**src/rtl/cdb_multi.sv**
```systemverilog
// Multi-lane common data bus: arbitrates completing execution units onto
// NUM_CDB registered broadcast lanes with a valid/ready handshake.
module cdb_multi #(
  parameter int unsigned NUM_SRC = 4,
  parameter int unsigned NUM_CDB = 2,
  parameter int unsigned XLEN    = 32,
  parameter int unsigned PRF_LEN = 6,
  parameter int unsigned ROB_LEN = 5,
  parameter int unsigned RR_EN   = 1
) (
  input  logic                         clock,
  input  logic                         reset,
  input  logic                         squash,
  input  logic [NUM_SRC-1:0]           src_valid,
  input  logic [NUM_SRC-1:0]           src_wb,
  input  logic [NUM_SRC*XLEN-1:0]      src_value,
  input  logic [NUM_SRC*PRF_LEN-1:0]   src_prf_idx,
  input  logic [NUM_SRC*ROB_LEN-1:0]   src_rob_idx,
  input  logic [NUM_SRC*XLEN-1:0]      src_PC,
  output logic [NUM_SRC-1:0]           src_ready,
  output logic [NUM_CDB-1:0]           cdb_valid,
  output logic [NUM_CDB-1:0]           cdb_wb_valid,
  output logic [NUM_CDB*XLEN-1:0]      cdb_value,
  output logic [NUM_CDB*PRF_LEN-1:0]   cdb_prf_idx,
  output logic [NUM_CDB*ROB_LEN-1:0]   cdb_rob_idx,
  output logic [NUM_CDB*XLEN-1:0]      cdb_PC,
  output logic [NUM_CDB*NUM_SRC-1:0]   cdb_src_sel
);

  localparam int unsigned PTR_W = (NUM_SRC > 1) ? $clog2(NUM_SRC) : 1;

  logic [PTR_W-1:0]           r_ptr;
  logic [PTR_W-1:0]           w_ptr_nxt;
  logic [NUM_SRC-1:0]         w_grant;
  logic [NUM_CDB*NUM_SRC-1:0] w_sel;
  logic                       w_any;
  int unsigned                w_idx;
  int unsigned                w_cnt;
  int unsigned                w_last;
  int unsigned                w_last_inc;

  logic [NUM_CDB-1:0]         w_nxt_valid;
  logic [NUM_CDB-1:0]         w_nxt_wb;
  logic [NUM_CDB*XLEN-1:0]    w_nxt_value;
  logic [NUM_CDB*PRF_LEN-1:0] w_nxt_prf;
  logic [NUM_CDB*ROB_LEN-1:0] w_nxt_rob;
  logic [NUM_CDB*XLEN-1:0]    w_nxt_pc;

  // Rotating scan from r_ptr: first NUM_CDB requesters fill lanes 0.. in order
  always_comb begin
    w_grant    = '0;
    w_sel      = '0;
    w_any      = 1'b0;
    w_idx      = 0;
    w_cnt      = 0;
    w_last     = 0;
    w_last_inc = 0;
    w_ptr_nxt  = r_ptr;
    for (int unsigned k = 0; k < NUM_SRC; k++) begin
      w_idx = 32'(r_ptr) + k;
      if (w_idx >= NUM_SRC) begin
        w_idx = w_idx - NUM_SRC;
      end
      for (int unsigned j = 0; j < NUM_SRC; j++) begin
        if ((j == w_idx) && src_valid[j] && (w_cnt < NUM_CDB)) begin
          w_grant[j] = 1'b1;
          for (int unsigned l = 0; l < NUM_CDB; l++) begin
            if (l == w_cnt) begin
              w_sel[l*NUM_SRC + j] = 1'b1;
            end
          end
          w_cnt  = w_cnt + 1;
          w_last = j;
          w_any  = 1'b1;
        end
      end
    end
    // Pointer moves just past the last winner, wrapping without overflow
    w_last_inc = w_last + 1;
    if (w_last_inc >= NUM_SRC) begin
      w_last_inc = 0;
    end
    if (w_any) begin
      w_ptr_nxt = PTR_W'(w_last_inc);
    end
  end

  // AND-OR payload mux from each lane's one-hot source select
  always_comb begin
    w_nxt_valid = '0;
    w_nxt_wb    = '0;
    w_nxt_value = '0;
    w_nxt_prf   = '0;
    w_nxt_rob   = '0;
    w_nxt_pc    = '0;
    for (int unsigned l = 0; l < NUM_CDB; l++) begin
      for (int unsigned j = 0; j < NUM_SRC; j++) begin
        if (w_sel[l*NUM_SRC + j]) begin
          w_nxt_valid[l]                  = 1'b1;
          w_nxt_wb[l]                     = w_nxt_wb[l] | src_wb[j];
          w_nxt_value[l*XLEN +: XLEN]     = w_nxt_value[l*XLEN +: XLEN] | src_value[j*XLEN +: XLEN];
          w_nxt_prf[l*PRF_LEN +: PRF_LEN] = w_nxt_prf[l*PRF_LEN +: PRF_LEN] | src_prf_idx[j*PRF_LEN +: PRF_LEN];
          w_nxt_rob[l*ROB_LEN +: ROB_LEN] = w_nxt_rob[l*ROB_LEN +: ROB_LEN] | src_rob_idx[j*ROB_LEN +: ROB_LEN];
          w_nxt_pc[l*XLEN +: XLEN]        = w_nxt_pc[l*XLEN +: XLEN] | src_PC[j*XLEN +: XLEN];
        end
      end
    end
  end

  // Grants are suppressed during a squash so sources keep holding their results
  assign src_ready = w_grant & {NUM_SRC{~squash}};

  // Lane registers and round-robin pointer; reset beats squash beats arbitration
  always_ff @(posedge clock) begin
    if (reset) begin
      cdb_valid    <= '0;
      cdb_wb_valid <= '0;
      cdb_value    <= '0;
      cdb_prf_idx  <= '0;
      cdb_rob_idx  <= '0;
      cdb_PC       <= '0;
      cdb_src_sel  <= '0;
      r_ptr        <= '0;
    end else if (squash) begin
      cdb_valid    <= '0;
      cdb_wb_valid <= '0;
      cdb_value    <= '0;
      cdb_prf_idx  <= '0;
      cdb_rob_idx  <= '0;
      cdb_PC       <= '0;
      cdb_src_sel  <= '0;
    end else begin
      cdb_valid    <= w_nxt_valid;
      cdb_wb_valid <= w_nxt_wb;
      cdb_value    <= w_nxt_value;
      cdb_prf_idx  <= w_nxt_prf;
      cdb_rob_idx  <= w_nxt_rob;
      cdb_PC       <= w_nxt_pc;
      cdb_src_sel  <= w_sel;
      if ((RR_EN != 0) && w_any) begin
        r_ptr <= w_ptr_nxt;
      end
    end
  end

endmodule
```
**config.mk**
```make
export PLATFORM = sky130hd
export DESIGN_NAME = cdb_multi
export DESIGN_NICKNAME = d
export VERILOG_FILES = /design/src/rtl/cdb_multi.sv
export SDC_FILE = /design/constraint.sdc
export NUM_CORES = 1
export LEC_CHECK = 0
export ABC_AREA = 1
export CORE_AREA = 2 2 171 215
export CTS_CLUSTER_DIAMETER = 40
export DETAILED_ROUTE_END_ITERATION = 16
export DIE_AREA = 0 0 173 217
export SLEW_MARGIN = 25
export SYNTH_ARGS = -nofsm -noshare
export SYNTH_HDL_FRONTEND = slang
export SYNTH_SLANG_ARGS = --single-unit
```
**constraint.sdc**
```tcl
create_clock -name clock -period 38.1 [get_ports clock]
set_input_delay 9.525 -clock clock [delete_from_list [all_inputs] [get_ports clock]]
set_output_delay 9.525 -clock clock [all_outputs]
set_load 0.01 [all_outputs]
```
==> results of run 1 <==
[flip-flops by register name, summed over array words and instances, names as in the netlist]
register      count
cdb_valid         2
cdb_value        64
cdb_src_sel       8
cdb_PC           64
cdb_rob_idx      10
r_ptr             2
cdb_wb_valid      2
cdb_prf_idx      12
[where the power goes]
group	switching [W]	internal, W
clock network	0.0000818	0.0000968
logic	0.000732	0.000369
registers	0.0000210	0.000240
[synthesized netlist by cell type, drive strengths merged]
| cell type | count |
|---|---|
| nand2 | 691 |
| dfxtp | 164 |
| nand4 | 162 |
| inv | 132 |
| a22oi | 106 |
| nor2 | 70 |
| buf | 65 |
| a21oi | 46 |
| clkbuf | 43 |
| ha | 39 |
| nand3 | 39 |
| o21ai | 13 |
| o22ai | 8 |
| xor2 | 6 |
| a41oi | 4 |
| o211ai | 4 |
| clkinv | 3 |
| a221oi | 2 |
| a31oi | 2 |
| nor3 | 2 |
| o21bai | 2 |
| xnor2 | 2 |
| a211oi | 1 |
| a21boi | 1 |
| nand3b | 1 |
| nor4 | 1 |
| o221ai | 1 |
| o311ai | 1 |
| or2 | 1 |
[logic make-up (layout without fill, tap and decap cells)]
logic type,after synthesis,count (layout)
buffers and inverters,243,658
AND/OR/NAND/NOR,967,967
XOR/XNOR,8,8
adder cells (fa/ha/maj),39,39
AO/OA/AOI/OAI,191,191
flip-flops,164,164
other,0,7
[critical path: cells and delay by family]
kind	cells	cell delay, ns
AND/OR/NAND/NOR	15	2.84
XOR/XNOR	3	0.86
adder cells (fa/ha/maj)	9	2.71
buffers and inverters	13	1.83
AO/OA/AOI/OAI	6	1.14
[area by class of cell]
type	instances	area (um2)
well taps	480	601
flip-flops and latches	164	3280
multi-input cells	1205	6250
clock inverters	11	116
repair buffers	492	4890
fillers	3684	19600
inverters	135	507
clock buffers	20	467
diodes	7	17.5
[routing by layer]
layer | global-route usage (%) | vias up
li1 | - | 6179
met1 | 32.0 | 6077
met2 | 48.2 | 626
met3 | 6.95 | 115
met4 | 13.1 | 0
met5 | 0 | -
[stage by stage]
step,total power (W),utilization (%),hold slack [ns]
CTS,0.00155,45.1,0.606
detailed placement,0.00136,43.5,0.597
finish,0.00154,45.1,0.603
global placement,0.00136,43.5,0.584
global route,0.00165,45.1,0.655
floorplan,0.000930,-,0.540
[layout by cell type, fill, tap and decap left out, drive strengths merged, types with 2 or more instances in the layout]
cell	Yosys	routed
o211ai	4	4
a21oi	46	46
dfxtp	164	164
nand3	39	39
nor3	2	2
o21ai	13	13
nor2	70	70
diode	0	7
xor2	6	6
xnor2	2	2
nand2	691	691
o22ai	8	8
nand4	162	162
clkdlybuf4s50	0	476
ha	39	39
clkbuf	43	20
o21bai	2	2
inv	132	138
a41oi	4	4
buf	65	16
a22oi	106	106
a31oi	2	2
clkinv	3	6
a221oi	2	2
[worst max-delay path by stage]
stage / cells past startpoint / end
2_1_floorplan: 44 / src_ready[2]
4_1_cts: 46 / src_ready[3]
3_3_place_gp: 46 / src_ready[3]
3_5_place_dp: 46 / src_ready[3]
5_1_grt: 47 / src_ready[3]
6_report: 46 / src_ready[3]
==> results by group, run 1 <==
Routing
  • Post-route DRC: 0
  • Vias: between 10000 and 15000
  • Routed wl met3: between 4000 and 5000 um
  • DR iter-0 viols: approximately 1000
  • WL/cell: 21.4 um
  • Met2 wire len: around 26000 um
  • Highest Signal Layer: met4
  • M1 WL: roughly 21000 um
  • Post-route ant nets: 0
  • TritonRoute pass-1 iters: 5
  • Drt total wl: about 54000 um
  • Post-DR vias/cell: between 5 and 6

Setup path
  • CP Data Arrival Time: ~19 ns
  • Critical path class: in2out
  • Crit path max fanout: 7
  • Slowest cell delay on critical path: roughly 0.59 ns
  • Startpoint class of the critical path: input port
  • Worst Reg-to-Reg Cells: 53
  • Slowest cell on crit path: clkdlybuf4s50_1
  • Setup crit start: src_valid[1]
  • Critical path required time: 28.57 ns
  • Reg2reg start: r_ptr[0]
  • Reg-to-reg slack, setup: 27.75 ns
  • Setup crit end kind: primary output
  • R2r endpoint: cdb_PC[41]

Timing
  • # setup viols final: 0
  • Fin crit share: 74.7%
  • Achievable Freq: around 0.035 GHz
  • Final TNS setup: 0 ns
  • Clock Skew: between 0.015 and 0.02 ns
  • Max-Slew Margin vs Limit: a little over 30%
  • RSZ-0062 raised after global routing: no
  • Final Hold Fails: 0
  • Final worst slack: approximately 9.6 ns
  • Tmin final: around 28 ns
  • Max Slew Vio Count: 0
  • Worst slew pin tran: 1.04 ns

Power and ir drop
  • Pleak: between 7 and 8 nW
  • Worst VDD drop: slightly below 0.09 mV
  • Power density cells: about 96 nW/um2

Clock network
  • Postcts setup bufs: 0
  • TritonCTS clock tree: yes
  • Clk buf depth: 2
  • Root Driver: clkbuf_16
  • Total CTS buffers: 17
  • H-tree depth: 4
  • Clock sink count: roughly 160
  • Hold_buf cts: 0
  • CTS resizes: 0
  • Worst skew pair latency: 0.45 ns
  • Clock slew at reported path FFs: 0.08 ns

Synth
  • Register bit total from synthesis: 164
  • Syn nets: between 1500 and 2000
  • Synth Cell Area: about 10000 um2
  • Syn Inst Count: between 1500 and 2000
  • Largest family of logic cells by synthesized area: simple AND/OR/NAND/NOR gates
  • Synth area leader: dfxtp_1
  • Syn avg cell area: 6.51 um2
  • Syn. warnings: 0
  • Largest cells by area after synthesis: dfxtp_1 31%, nand2_1 24%, nand4_1 9.7%, a22oi_1 7.6%, ha_1 4.7%
  • Synth cell types: 46
  • Post-synthesis adder-cell area fraction: under 10%
  • Synth Area in XOR/XNOR: 1.17%
  • Synth Area in Compound Gates: between 10% and 20%
  • Synth top area share: roughly 31%
  • Mux share of post-synthesis cell area: 0%
  • Synth Area in Simple Gates: roughly 41%
  • Seq/Total Area, Yosys: between 30% and 40%

Hold path
  • Min-Delay Path Class: reg2reg
  • HP Start: r_ptr[1]
  • Min-Delay Endpoint: r_ptr[1]
  • Worst Hold Depth: 2

GRT
  • First-pass GRT wire length: between 70000 and 80000 um
  • Grt ovf: 0
  • Largest net degree at the start of global routing: 93
  • Gr usage total: between 20% and 30%
  • Initial antenna violation count: 6
  • Vias in the first global route: about 13000

Floorplanning
  • Die H: approximately 220 um
  • Initial Utilization: between 20 and 30%
  • Die Wd: about 170 um
  • Core region area: about 36000 um2
  • Die area: between 30000 and 40000 um2
  • Row count: just under 80
  • Top Ports: around 480

Placement
  • DP Worst Slack: around 9.6 ns
  • HPWL Detailed: ~37000 um
  • Dpl cells: approximately 2500
  • # port buffers: about 480
  • Placed Area: 15500 um2
  • GPL Wtd Cong: 0.947

Finish
  • Layout cell share with drive strength beyond 1: between 5 and 6%
  • Design Area, Final: 16100 um2
  • Final std cells w/o fill: roughly 2500
  • Synthesis-to-finish area growth: 53.7%
  • Fin nets: roughly 2400

Run status
  • Status: complete, no violations

Run
  • Max_cap viols: 0
Power figures use the tool's default switching activity.
==> run 2, diff against run 1 <==
clock period = 24.3 ns   (was 38.1 ns; I/O delays follow)
==> results by group, run 2 (same netlist as run 1, synthesis figures left out) <==
Placement
  • Placed Area: 15500 um2 (about the same)
  • HPWL Detailed: 37100 um (was 36700 um)
  • # port buffers: 476 (unchanged)
  • GPL Wtd Cong: 0.917 (was 0.947)

Finish
  • Commonest non-fill, non-tap cells in the layout: 668 x nand2_1, 476 x clkdlybuf4s50_1, 164 x dfxtp_1 (unchanged)
  • Commonest non-fill, non-tap cell in the layout: nand2_1 (unchanged)
  • Layout cell share with drive strength beyond 1: 5.38% (was 5.48%)
  • FILL cells: 3660 (was 3684)
  • Fin nets: 2364 (was 2365)
  • Biggest regs: cdb_PC: 64 flops, cdb_value: 64 flops, cdb_prf_idx: 12 flops (unchanged)
  • Design Area, Final: 16100 um2 (about the same)
  • Synthesis-to-finish area growth: 53.7% (about the same)

Clock network
  • Clock sink count: 164 (unchanged)
  • Clock slew at reported path FFs: 0.07 ns (was 0.08 ns)
  • TritonCTS clock tree: yes (unchanged)
  • Clk buf depth: 2 (unchanged)
  • Root Driver: clkbuf_16 (unchanged)
  • CTS resizes: 0 (unchanged)
  • H-tree depth: 4 (unchanged)
  • Hold_buf cts: 0 (unchanged)
  • Worst skew pair latency: 0.46 ns (was 0.45 ns)
  • Total CTS buffers: 17 (unchanged)
  • Postcts setup bufs: 0 (unchanged)

Timing
  • Fin crit share: between 80% and 90%
  • # setup viols final: 0 (unchanged)
  • Clock Skew: 0.0227 ns (was 0.0183 ns)
  • Achievable Freq: between 0.04 and 0.05 GHz
  • Final Hold Fails: 0 (unchanged)
  • Final TNS setup: 0 ns (unchanged)
  • Tmin final: about 22 ns
  • Max Slew Vio Count: 0 (unchanged)
  • WHS: 0.598 ns (was 0.603 ns)
  • Worst slew pin tran: 1.06 ns (was 1.04 ns)
  • RSZ-0062 raised after global routing: no (unchanged)
  • Max-Slew Margin vs Limit: 29.5% (was 30.8%)

Floorplanning
  • Die area: 37500 um2 (unchanged)
  • Die Wd: 173 um (unchanged)
  • Row count: 78 (unchanged)
  • Top Ports: 477 (unchanged)
  • Core region area: 35700 um2 (unchanged)
  • Initial Utilization: 29.4% (unchanged)
  • Die H: 217 um (unchanged)

Routing
  • Vias: 12900 (was 13000)
  • WL/cell: 21.4 um (about the same)
  • DR iter-0 viols: 1102 (was 976)
  • Drt total wl: 53800 um (about the same)
  • Post-route DRC: 0 (unchanged)
  • Post-route ant nets: 0 (unchanged)
  • TritonRoute pass-1 iters: 5 (unchanged)
  • Post-DR vias/cell: 5.15 (was 5.17)

Setup path
  • Startpoint class of the critical path: input port (unchanged)
  • Critical path class: in2out (unchanged)
  • CP delay by family, top: simple AND/OR/NAND/NOR gates (unchanged)
  • Setup crit end kind: primary output (unchanged)
  • Worst path buffer plus inverter count: 13 (unchanged)
  • Slowest cell delay on critical path: 0.59 ns (about the same)
  • CP Data Arrival Time: 15.63 ns (was 18.93 ns)
  • Crit path max fanout: 7 (unchanged)
  • Critical path required time: 18.22 ns (was 28.57 ns)
  • Slowest cell on crit path: clkdlybuf4s50_1 (unchanged)

GRT
  • Vias in the first global route: 12400 (was 12700)
  • First-pass GRT wire length: 79000 um (was 79300 um)
  • Gr usage total: 27.8% (about the same)
  • Largest net degree at the start of global routing: 97 (was 93)
  • Grt ovf: 0 (unchanged)
  • Initial antenna violation count: 7 (was 6)

Run status
  • Status: complete, no violations (unchanged)

Run
  • Max_cap viols: 0 (unchanged)

Hold path
  • Min-Delay Path Class: reg2reg (unchanged)

Power and ir drop
  • Worst VDD drop: 0.118 mV (was 0.0885 mV)
  • Power density cells: 149 nW/um2 (was 95.6 nW/um2)
  • Pleak: 7.50 nW (was 7.51 nW)
-- run 2: path summary, 6_finish.rpt --
| kind | from | end | slack [ns] | cells past startpoint |
|---|---|---|---|---|
| hold / removal | r_ptr[1] | r_ptr[1] | 0.60 | 2 |
| setup / recovery | src_valid[1] | src_ready[3] | 2.59 | 46 |
| hold reg to reg | r_ptr[1] | r_ptr[1] | 0.60 | 2 |
| setup reg to reg | r_ptr[0] | cdb_value[44] | 13.87 | 53 |
-- run 2: per-layer routing --
layer  track usage, %  wire length, um  up-vias
met4             11.8             1950        0
met1             32.6            21300     6094
met2             48.5            26600      598
met5                0                0        -
li1                 -                -     6166
met3             6.43             3900       83
-- run 2: worst min-delay path, delay by kind of cell (launching register included) --
family	cells	cell delay, ns
AOI/OAI and AO/OA	1	0.14
and+or+nand+nor	1	0.05
DFF	1	0.37
-- run 2: power breakdown --
group / total (W) / leakage [nW] / switching (W) / internal (W)
sequential: 0.000409 / 1.34 / 0.0000332 / 0.000376
clock: 0.000281 / 0.284 / 0.000132 / 0.000149
combinational: 0.00171 / 5.87 / 0.00114 / 0.000578
-- run 2: through the flow --
stage / cells / setup WS, ns / total power [W] / util, %
final: 2513 / 2.59 / 0.00241 / 45.1
after global routing: 2511 / 1.96 / 0.00259 / 45.1
after CTS: 2506 / 2.57 / 0.00242 / 45.1
after detailed placement: 2475 / 2.61 / 0.00213 / 43.5
after global placement: 2475 / 2.88 / 0.00212 / 43.4
after floorplan: 1612 / 4.87 / 0.00146 / -
-- run 2: layout make-up --
| type | count | area (um2) | area share, % |
|---|---|---|---|
| multi-input cells | 1205 | 6250 | 38.8 |
| flip-flops and latches | 164 | 3280 | 20.4 |
| clock inverters | 11 | 121 | 0.753 |
| well taps | 480 | 601 | 3.73 |
| inverters | 135 | 507 | 3.14 |
| diodes | 7 | 17.5 | 0.109 |
| clock buffers | 20 | 457 | 2.83 |
| repair buffers | 491 | 4880 | 30.3 |
==> run 3, diff against run 2 <==
CELL_PAD_IN_SITES_DETAIL_PLACEMENT = 0   (was not set)
CELL_PAD_IN_SITES_GLOBAL_PLACEMENT = 2   (was not set)
CORE_AREA = 2 2 214 268   (was 2 2 171 215)
DIE_AREA = 0 0 216 270   (was 0 0 173 217)
PLACE_DENSITY_LB_ADDON = 0.1   (was not set)
==> results by group, run 3 (same netlist as run 1, synthesis figures left out) <==
Floorplanning
  • Die Wd: 216 um (was 173 um)
  • Top Ports: 477 (unchanged)
  • Die area: 58300 um2 (was 37500 um2)
  • Die H: 270 um (was 217 um)
  • Row count: 97 (was 78)
  • Initial Utilization: 18.8% (was 29.4%)
  • Core region area: 55800 um2 (was 35700 um2)

Finish
  • Commonest non-fill, non-tap cell in the layout: nand2_1 (unchanged)
  • Fin nets: 2363 (was 2364)
  • FILL cells: 6233 (was 3660)
  • Post-route core utilization: 29.5% (was 45.1%)
  • Layout cell share with drive strength beyond 1: 5.43% (was 5.38%)
  • Register Area: 3280 um2 (unchanged)
  • Commonest non-fill, non-tap cells in the layout: 668 x nand2_1, 476 x clkdlybuf4s50_1, 164 x dfxtp_1 (unchanged)
  • Biggest regs: cdb_PC: 64 flops, cdb_value: 64 flops, cdb_prf_idx: 12 flops (unchanged)
  • Synthesis-to-finish area growth: 57.3% (was 53.7%)
  • Area of the multi-input gates: 6260 um2 (was 6250 um2)

Power and ir drop
  • Switching pwr: 0.00137 W (was 0.00130 W)
  • Comb power frac: 71.4% (was 71.3%)
  • Pleak: 7.51 nW (was 7.50 nW)
  • Sequential share of power: 16.4% (was 17.0%)
  • Clock Power Share: 12.2% (was 11.7%)
  • Worst VDD drop: 0.119 mV (was 0.118 mV)
  • Internal: 0.00111 W (was 0.00110 W)
  • Net Sw Frac: 55.1% (was 54.1%)
  • Power density cells: 150 nW/um2 (was 149 nW/um2)

Routing
  • WL/cell: 21.9 um (was 21.4 um)
  • Post-route ant nets: 0 (unchanged)
  • DR iter-0 viols: 616 (was 1102)
  • Vias: 12700 (was 12900)
  • Drt total wl: 60900 um (was 53800 um)
  • Post-route DRC: 0 (unchanged)
  • Post-DR vias/cell: 4.57 (was 5.15)
  • TritonRoute pass-1 iters: 5 (unchanged)

Setup path
  • CP Data Arrival Time: 15.44 ns (was 15.63 ns)
  • Startpoint class of the critical path: input port (unchanged)
  • Critical path class: in2out (unchanged)
  • Slowest cell on crit path: clkdlybuf4s50_1 (unchanged)
  • Critical path required time: 18.22 ns (about the same)
  • Setup crit end kind: primary output (unchanged)
  • Crit path max fanout: 7 (unchanged)
  • Slowest cell delay on critical path: 0.59 ns (about the same)

Clock network
  • H-tree depth: 4 (unchanged)
  • Hold_buf cts: 0 (unchanged)
  • Total CTS buffers: 17 (unchanged)
  • Clock sink count: 164 (unchanged)
  • Clk buf depth: 2 (unchanged)
  • TritonCTS clock tree: yes (unchanged)
  • Postcts setup bufs: 0 (unchanged)
  • Root Driver: clkbuf_16 (unchanged)
  • CTS resizes: 0 (unchanged)
  • Worst skew pair latency: 0.50 ns (was 0.46 ns)
  • Clock slew at reported path FFs: 0.07 ns (about the same)

GRT
  • Grt ovf: 0 (unchanged)
  • Largest net degree at the start of global routing: 100 (was 97)
  • Gr usage total: 20.6% (was 27.8%)
  • Vias in the first global route: 12900 (was 12400)
  • First-pass GRT wire length: 87700 um (was 79000 um)
  • Initial antenna violation count: 19 (was 7)

Timing
  • Max-Slew Margin vs Limit: 31.9% (was 29.5%)
  • Max Slew Vio Count: 0 (unchanged)
  • Tmin final: 21.52 ns (was 21.71 ns)
  • Worst slew pin tran: 1.02 ns (was 1.06 ns)
  • RSZ-0062 raised after global routing: no (unchanged)
  • Final TNS setup: 0 ns (unchanged)
  • Fin crit share: 88.5% (was 89.3%)
  • Achievable Freq: 0.0465 GHz (was 0.0461 GHz)
  • Final Hold Fails: 0 (unchanged)
  • # setup viols final: 0 (unchanged)
  • Clock Skew: 0.0107 ns (was 0.0227 ns)

Placement
  • HPWL Detailed: 41600 um (was 37100 um)
  • # port buffers: 476 (unchanged)
  • GPL Wtd Cong: 0.832 (was 0.917)

Hold path
  • Min-Delay Path Class: reg2reg (unchanged)

Run
  • Max_cap viols: 0 (unchanged)

Run status
  • Status: complete, no violations (unchanged)
run 3: cell count changes in the layout (fill, tap and decap cells not counted), sizes merged:
cell | previous run | this run
diode | 7 | 14
clkinv | 10 | 4
inv | 135 | 141
buf | 15 | 14
bufinv | 1 | 2
run 3: path summary, 6_finish.rpt:
kind,start,end,slack [ns],cells past startpoint
max,src_valid[1],src_ready[3],2.78,46
min,r_ptr[1],r_ptr[1],0.59,2
max reg2reg,r_ptr[0],cdb_PC[41],13.84,53
min reg2reg,r_ptr[1],r_ptr[1],0.59,2
run 3: worst max-delay path, delay by kind of cell:
family                   cells  cell delay (ns)
AO/OA/AOI/OAI                6             1.14
XOR/XNOR                     3             0.81
adder cells (fa/ha/maj)      9             2.74
buffers and inverters       13             1.83
AND/OR/NAND/NOR             15             2.82
run 3: power groups by stage:
| stage | registers, W | logic, W | clock network (W) |
|---|---|---|---|
| after floorplan | 0.000465 | 0.000993 | 0 |
| after global placement | 0.000415 | 0.00181 | 0 |
| after detailed placement | 0.000414 | 0.00181 | 0 |
| after CTS | 0.000409 | 0.00182 | 0.000315 |
| after global routing | 0.000417 | 0.00196 | 0.000322 |
| final | 0.000407 | 0.00177 | 0.000303 |
run 3: routing by layer:
metal	share of wire, %	GRT usage (%)	vias to the layer above	wire, um
li1	-	-	6168	-
met1	40	23.1	6072	24600
met2	51	36.3	399	31000
met3	5.9	5.28	75	3580
met4	2.8	9.26	10	1700
met5	0.097	0	-	59
run 3: final cells by class:
cell class	count	share of cell area, %
diodes	14	0.212
multi-input cells	1205	37.9
well taps	742	5.63
clock inverters	12	0.940
inverters	135	3.09
clock buffers	20	2.77
flip-flops and latches	164	19.9
repair buffers	490	29.5
run 3: through the flow:
stage / hold WS [ns] / cells / worst slack [ns] / power (W) / area, um2
after floorplan: 0.540 / 1612 / 4.87 / 0.00146 / 10500
after global placement: 0.601 / 2736 / 2.80 / 0.00223 / 15800
after detailed placement: 0.593 / 2736 / 2.76 / 0.00223 / 15800
after CTS: 0.603 / 2768 / 2.73 / 0.00254 / 16500
after global routing: 0.692 / 2782 / 1.98 / 0.00270 / 16500
final: 0.595 / 2782 / 2.78 / 0.00248 / 16500
